[config.mk]
export PLATFORM = sky130hd
export DESIGN_NAME = uart_rx_ctrl
export DESIGN_NICKNAME = d
export VERILOG_FILES = /design/src/rtl/uart_rx_ctrl.sv
export SDC_FILE = /design/constraint.sdc
export NUM_CORES = 1
export LEC_CHECK = 0
export ABC_AREA = 0
export CAP_MARGIN = 20
export CORE_UTILIZATION = 35
export CTS_BUF_LIST = sky130_fd_sc_hd__clkbuf_8
export CTS_CLUSTER_SIZE = 28
export DETAILED_ROUTE_END_ITERATION = 16
export PLACE_DENSITY_LB_ADDON = 0.25
export SLEW_MARGIN = 25
export SYNTH_ARGS = -nofsm -noshare
export SYNTH_HDL_FRONTEND = slang
export SYNTH_SLANG_ARGS = --single-unit
[constraint.sdc]
create_clock -name i_clk -period 2.3 [get_ports i_clk]
set_clock_uncertainty 0.05 [all_clocks]
set_input_delay 0.345 -clock i_clk [delete_from_list [all_inputs] [get_ports i_clk]]
set_output_delay 0.345 -clock i_clk [all_outputs]
set_load 0.05 [all_outputs]
[src/rtl/uart_rx_ctrl.sv]
// uart_rx_ctrl -- frame controller for an oversampling UART receiver.
//
// Tracks the position inside a serial frame (start, data, optional parity,
// stop). Issues single-cycle enables to the start/parity/stop checkers and
// to the deserializer at the mid-bit check tick. Pulses data_valid when a
// frame completes without a parity or stop error.
//
// Ports
//   i_clk          oversampling clock, rising edge
//   i_rst          asynchronous, active-high reset
//   i_rx_in        serial line (idle high), already synchronised
//   i_par_en       frame carries a parity bit (latched at frame start)
//   i_prescale     oversampling ratio 8/16/32 (latched at frame start,
//                  any other value is treated as 8)
//   i_strt_glitch  registered start-bit glitch flag
//   i_par_err      registered parity error flag
//   i_stp_err      registered stop-bit error flag
//   o_edge_cnt     oversampling tick within the current bit
//   o_bit_cnt      bit index: 0 start, 1..DATA_WIDTH data, then parity, stop
//   o_dat_samp_en  sampler enable while a frame is in progress
//   o_strt_chk_en  start checker enable pulse
//   o_par_chk_en   parity checker enable pulse
//   o_stp_chk_en   stop checker enable pulse
//   o_deser_en     deserializer enable pulse (once per data bit)
//   o_data_valid   frame received without error (one cycle)
//   o_busy         high whenever the controller is not idle
module uart_rx_ctrl #(
  parameter int DATA_WIDTH = 8
) (
  input  logic       i_clk,
  input  logic       i_rst,
  input  logic       i_rx_in,
  input  logic       i_par_en,
  input  logic [5:0] i_prescale,
  input  logic       i_strt_glitch,
  input  logic       i_par_err,
  input  logic       i_stp_err,
  output logic [5:0] o_edge_cnt,
  output logic [3:0] o_bit_cnt,
  output logic       o_dat_samp_en,
  output logic       o_strt_chk_en,
  output logic       o_par_chk_en,
  output logic       o_stp_chk_en,
  output logic       o_deser_en,
  output logic       o_data_valid,
  output logic       o_busy
);

  typedef enum logic [2:0] {
    S_IDLE,
    S_START,
    S_DATA,
    S_PARITY,
    S_STOP,
    S_DONE
  } state_t;

  localparam logic [3:0] LP_LAST_DATA_BIT    = 4'(DATA_WIDTH);
  localparam logic [5:0] LP_DEFAULT_PRESCALE = 6'd8;

  state_t     r_state;
  state_t     w_next_state;
  logic [5:0] r_p_q;
  logic       r_par_en_q;
  logic       r_par_err_sticky;
  logic [5:0] r_edge_cnt;
  logic [3:0] r_bit_cnt;

  logic [5:0] w_prescale_legal;
  logic [5:0] w_chk_tick;
  logic [5:0] w_last_tick;
  logic       w_bit_end;
  logic       w_at_chk;
  logic       w_in_frame;
  logic       w_frame_start;

  // Mid-bit check tick: the sampler's majority vote is settled here.
  assign w_chk_tick    = (r_p_q >> 1) + 6'd2;
  assign w_last_tick   = r_p_q - 6'd1;
  assign w_bit_end     = (r_edge_cnt == w_last_tick);
  assign w_at_chk      = (r_edge_cnt == w_chk_tick);
  assign w_in_frame    = (r_state == S_START) || (r_state == S_DATA) ||
                         (r_state == S_PARITY) || (r_state == S_STOP);
  // A new frame starts from IDLE, or straight out of DONE for back-to-back frames.
  assign w_frame_start = ((r_state == S_IDLE) || (r_state == S_DONE)) && !i_rx_in;

  always_comb begin
    case (i_prescale)
      6'd8, 6'd16, 6'd32: w_prescale_legal = i_prescale;
      default:            w_prescale_legal = LP_DEFAULT_PRESCALE;
    endcase
  end

  // NOTE: sequential state uses non-blocking assignments so every register
  // samples pre-edge values, independent of block ordering.
  always_ff @(posedge i_clk or posedge i_rst) begin
    if (i_rst) r_state <= S_IDLE;
    else       r_state <= w_next_state;
  end

  // NOTE: every always_comb output gets a default first; a path that leaves
  // one unassigned would infer a latch.
  always_comb begin
    w_next_state  = r_state;
    o_dat_samp_en = 1'b0;
    o_strt_chk_en = 1'b0;
    o_deser_en    = 1'b0;
    o_par_chk_en  = 1'b0;
    o_stp_chk_en  = 1'b0;
    o_data_valid  = 1'b0;
    o_busy        = (r_state != S_IDLE);
    o_edge_cnt    = r_edge_cnt;
    o_bit_cnt     = r_bit_cnt;
    case (r_state)
      S_IDLE: begin
        if (!i_rx_in) w_next_state = S_START;
      end
      S_START: begin
        o_dat_samp_en = 1'b1;
        o_strt_chk_en = w_at_chk;
        if (w_bit_end) w_next_state = i_strt_glitch ? S_IDLE : S_DATA;
      end
      S_DATA: begin
        o_dat_samp_en = 1'b1;
        o_deser_en    = w_at_chk;
        if (w_bit_end && (r_bit_cnt == LP_LAST_DATA_BIT))
          w_next_state = r_par_en_q ? S_PARITY : S_STOP;
      end
      S_PARITY: begin
        o_dat_samp_en = 1'b1;
        o_par_chk_en  = w_at_chk;
        if (w_bit_end) w_next_state = S_STOP;
      end
      S_STOP: begin
        o_dat_samp_en = 1'b1;
        o_stp_chk_en  = w_at_chk;
        if (w_bit_end) w_next_state = S_DONE;
      end
      S_DONE: begin
        o_data_valid = !r_par_err_sticky && !i_stp_err;
        w_next_state = i_rx_in ? S_IDLE : S_START;
      end
      default: w_next_state = S_IDLE;
    endcase
  end

  always_ff @(posedge i_clk or posedge i_rst) begin
    if (i_rst) begin
      r_p_q            <= LP_DEFAULT_PRESCALE;
      r_par_en_q       <= 1'b0;
      r_par_err_sticky <= 1'b0;
      r_edge_cnt       <= '0;
      r_bit_cnt        <= '0;
    end else if (w_frame_start) begin
      // Frame parameters are frozen here so mid-frame input changes are ignored.
      r_p_q            <= w_prescale_legal;
      r_par_en_q       <= i_par_en;
      r_par_err_sticky <= 1'b0;
      r_edge_cnt       <= '0;
      r_bit_cnt        <= '0;
    end else if (w_in_frame) begin
      if (w_bit_end) begin
        r_edge_cnt <= '0;
        // The index restarts after the stop bit or an aborted start bit,
        // so it never runs past the stop-bit index.
        if ((r_state == S_STOP) || (w_next_state == S_IDLE)) r_bit_cnt <= '0;
        else                                                 r_bit_cnt <= r_bit_cnt + 4'd1;
      end else begin
        r_edge_cnt <= r_edge_cnt + 6'd1;
      end
      // The parity flag is only meaningful while the parity bit is in flight.
      if ((r_state == S_PARITY) && i_par_err) r_par_err_sticky <= 1'b1;
    end else begin
      r_edge_cnt <= '0;
      r_bit_cnt  <= '0;
    end
  end

endmodule

==> results.ini <==
[cts]
worstSkewPairLatency_ps=260
cts.sinks=21
cts_tree=done
cts_max_path_buffers=2
numCtsBuffers=3
cts_root_buffer=clkbuf_8
h-tree-depth=1
path_clk_slew_ps=80
cts_hold_repair.buffers=0

[setup_path]
path_max_fanout=4
cp.required_ps=1900
critPathBufInv=2
startpoint=r_p_q[3]
arrival_ps=2080
reg2reg_from=r_p_q[1]
crit_path_end_kind=output pin
critPathLaunchType=register
cp_slowest_cell=dfstp_2
slowest_delay_ps=560
path_class=register to output pin
path_cells=ha_2 -> mux2i_1 -> a21oi_2 -> o2111ai_4 -> buf_4 -> nor2_4 -> buf_12
critPathTopFamily=flip-flops

[logic_synthesis]
muxShareOfSynthArea_pct=3.684
yosysUniqueCellTypes=40
synthXorXnorAreaFrac_pct=12.28
yosysSeqAreaShare_pct=36.93
synth-simple-area-share_pct=25.35
synth_top_flop_cell=dfrtp_1
synth_nets=178
yosys.area.top_type=dfrtp_1
synth_compound_area_share_pct=11.05
yosysTopAreaCellShare_pct=35.09
synth_edf_count=0
synth_area_per_cell_um2=9.028
ys_warn_count=0
netlist_top_cells_area=dfrtp_1, xnor2_1, ha_1
synth_adder_area_share_pct=6.140
synthCells=158
async_flop_share_pct=100.0
synth_seq_cells=21
synth_top_family_by_area=simple AND/OR/NAND/NOR gates
netlist_area_um2=1426

[drt]
wirelength_um=3639
ant_nets=0
initialDrtViolationCount=67
vias_per_cell=5.043
drc_errors=0
drt-pass1-iter-count=4
wl_per_cell_um=14.38
routed-via-count=1276

[sta]
fmax_mhz=404.7
drv_slew=0
worst_pin_slew_ps=502.0
setup_viol=4
finalCriticalPeriod_ps=2471
rsz0062_at_grt=yes
maxSlewHeadroom_pct=66.43
hold_viol_final=0
fin_tns_setup_ps=-532.4
timing.final.crit_share_pct=107.4
fin_ws_ps=-171.3

[power_and_ir_drop]
cellPowerDensity_nw_per_um2=1098
swShare_pct=47.48
combPwrFrac_pct=64.3
worst_ir_drop_vdd_mv=0.5136
internal_power_mw=1.214
pwr-share-clk_pct=10.5
power_frac_seq_pct=25.2
p_switching_mw=1.098
leakagePower_nw=0.8539

[die]
ios=30
die_area_um2=4335
core-area_um2=3771
initial_core_util_pct=37.82
die_y_um=65.84
rows=22
die_w_um=65.84

[outcome]
violations=setup timing
status=finished, violations left

[flow_run]
maxCapViolCount=0

[placement]
dp_cells=246
hpwl_um=2824
port_buffers=29
gp_congestion=0.8477

[global_route]
grt_first_pass_wirelength_um=5989
gr-total-overflow=0
grt_usage_pct=18.33
grt_pass1_vias=1293
antenna_found_initial=0
grt_max_degree=22

[finish]
final_common_cell=clkdlybuf4s50_1
fin_cells=253
drive_gt1_share_pct=25.37
diodes=0
area_growth_pct=47.63
layout.nets=226
final_cell_mix=clkdlybuf4s50_1, buf_4, dfrtp_1

[worst_hold_path]
hold_class=primary input to async pin

## kinds of logic after synthesis
family | Yosys count
and+or+nand+nor | 67
AOI/OAI and AO/OA | 21
adders and majority gates | 7
xor gates and xnor gates | 20
muxes | 5
buffers and inverters | 17
DFF | 21
## cells in the mapped netlist (2+ instances only)
| cell type | count |
|---|---|
| xnor2_1 | 15 |
| o31ai_1 | 4 |
| nand3_1 | 7 |
| or4_1 | 2 |
| mux2i_1 | 3 |
| xor2_1 | 5 |
| and3_1 | 3 |
| inv_1 | 12 |
| or2_2 | 2 |
| mux2_2 | 2 |
| o221ai_1 | 2 |
| a21o_1 | 2 |
| or3_4 | 2 |
| clkbuf_1 | 4 |
| nor3_1 | 3 |
| nand4_1 | 2 |
| nor2b_1 | 5 |
| o21ai_0 | 3 |
| nor3b_1 | 2 |
| dfrtp_1 | 20 |
| a21oi_1 | 4 |
| nand2b_1 | 3 |
| ha_1 | 7 |
| nand2_1 | 9 |
| nor2_1 | 20 |
## tightest hold or removal path, stage by stage
cell and delay [ps]:
clkdlybuf4s50_1 400, inv_1 50, buf_4 280
## flip-flops by register name, indices dropped and copies added, names as in the netlist
| name | count |
|---|---|
| r_p_q | 6 |
| r_state | 3 |
| o_edge_cnt | 6 |
| r_par_err_sticky | 1 |
| r_par_en_q | 1 |
| o_bit_cnt | 4 |
## metrics by stage
stage                     setup slack [ps]  power, mW  utilization [%]  hold WS [ps]  instance area, um^2
after floorplan                     -69.78      1.559                -         270.7                 1469
after global placement               43.73      1.900            52.16         466.6                 1967
after detailed placement            -17.87      1.943            52.16         485.2                 1967
after CTS                           -219.0      2.261            54.64         384.8                 2061
after global routing                -236.1      2.453            55.84         423.2                 2106
final                               -171.3      2.312            55.84         367.5                 2106
## power by group through the flow
| stage | registers [mW] | logic [mW] | clock network, mW |
|---|---|---|---|
| finish | 0.583 | 1.49 | 0.242 |
| global route | 0.595 | 1.60 | 0.258 |
| CTS | 0.581 | 1.43 | 0.251 |
| detailed placement | 0.586 | 1.36 | 0 |
| global placement | 0.581 | 1.32 | 0 |
| floorplan | 0.743 | 0.817 | 0 |
## layer usage
metal | vias up | track usage, % | routed length, um
li1 | 638 | - | -
met1 | 599 | 24.09 | 1613
met2 | 34 | 30.87 | 1861
met3 | 5 | 3.793 | 142
met4 | 0 | 3.533 | 22
met5 | - | 0 | 0
## final timing paths
path                                    end  slack, ps  cells after the start
min in group i_clk         r_par_err_sticky        490                      2
max                            o_par_chk_en       -170                      7
min                            o_bit_cnt[2]        370                      3
max reg2reg                      r_state[2]         70                      5
max in group asynchronous          r_p_q[3]       1550                      3
min reg2reg                r_par_err_sticky        490                      2
## layout make-up
cell class                 count  area [um^2]
tap                           48        60.06
clock inverter                 1        3.754
timing repair buffer          48        480.5
multi-input combinational    120        947.2
fill                         322         1665
inverter                      12        45.04
clock buffer                   3        41.29
sequential                    21        528.0
## repair_timing
item,in CTS,in global routing
buffers inserted,2,1
gates resized for setup,4,7
setup endpoints to repair,4,6
pin swaps,3,4
(Power assumes the default switching activity.)
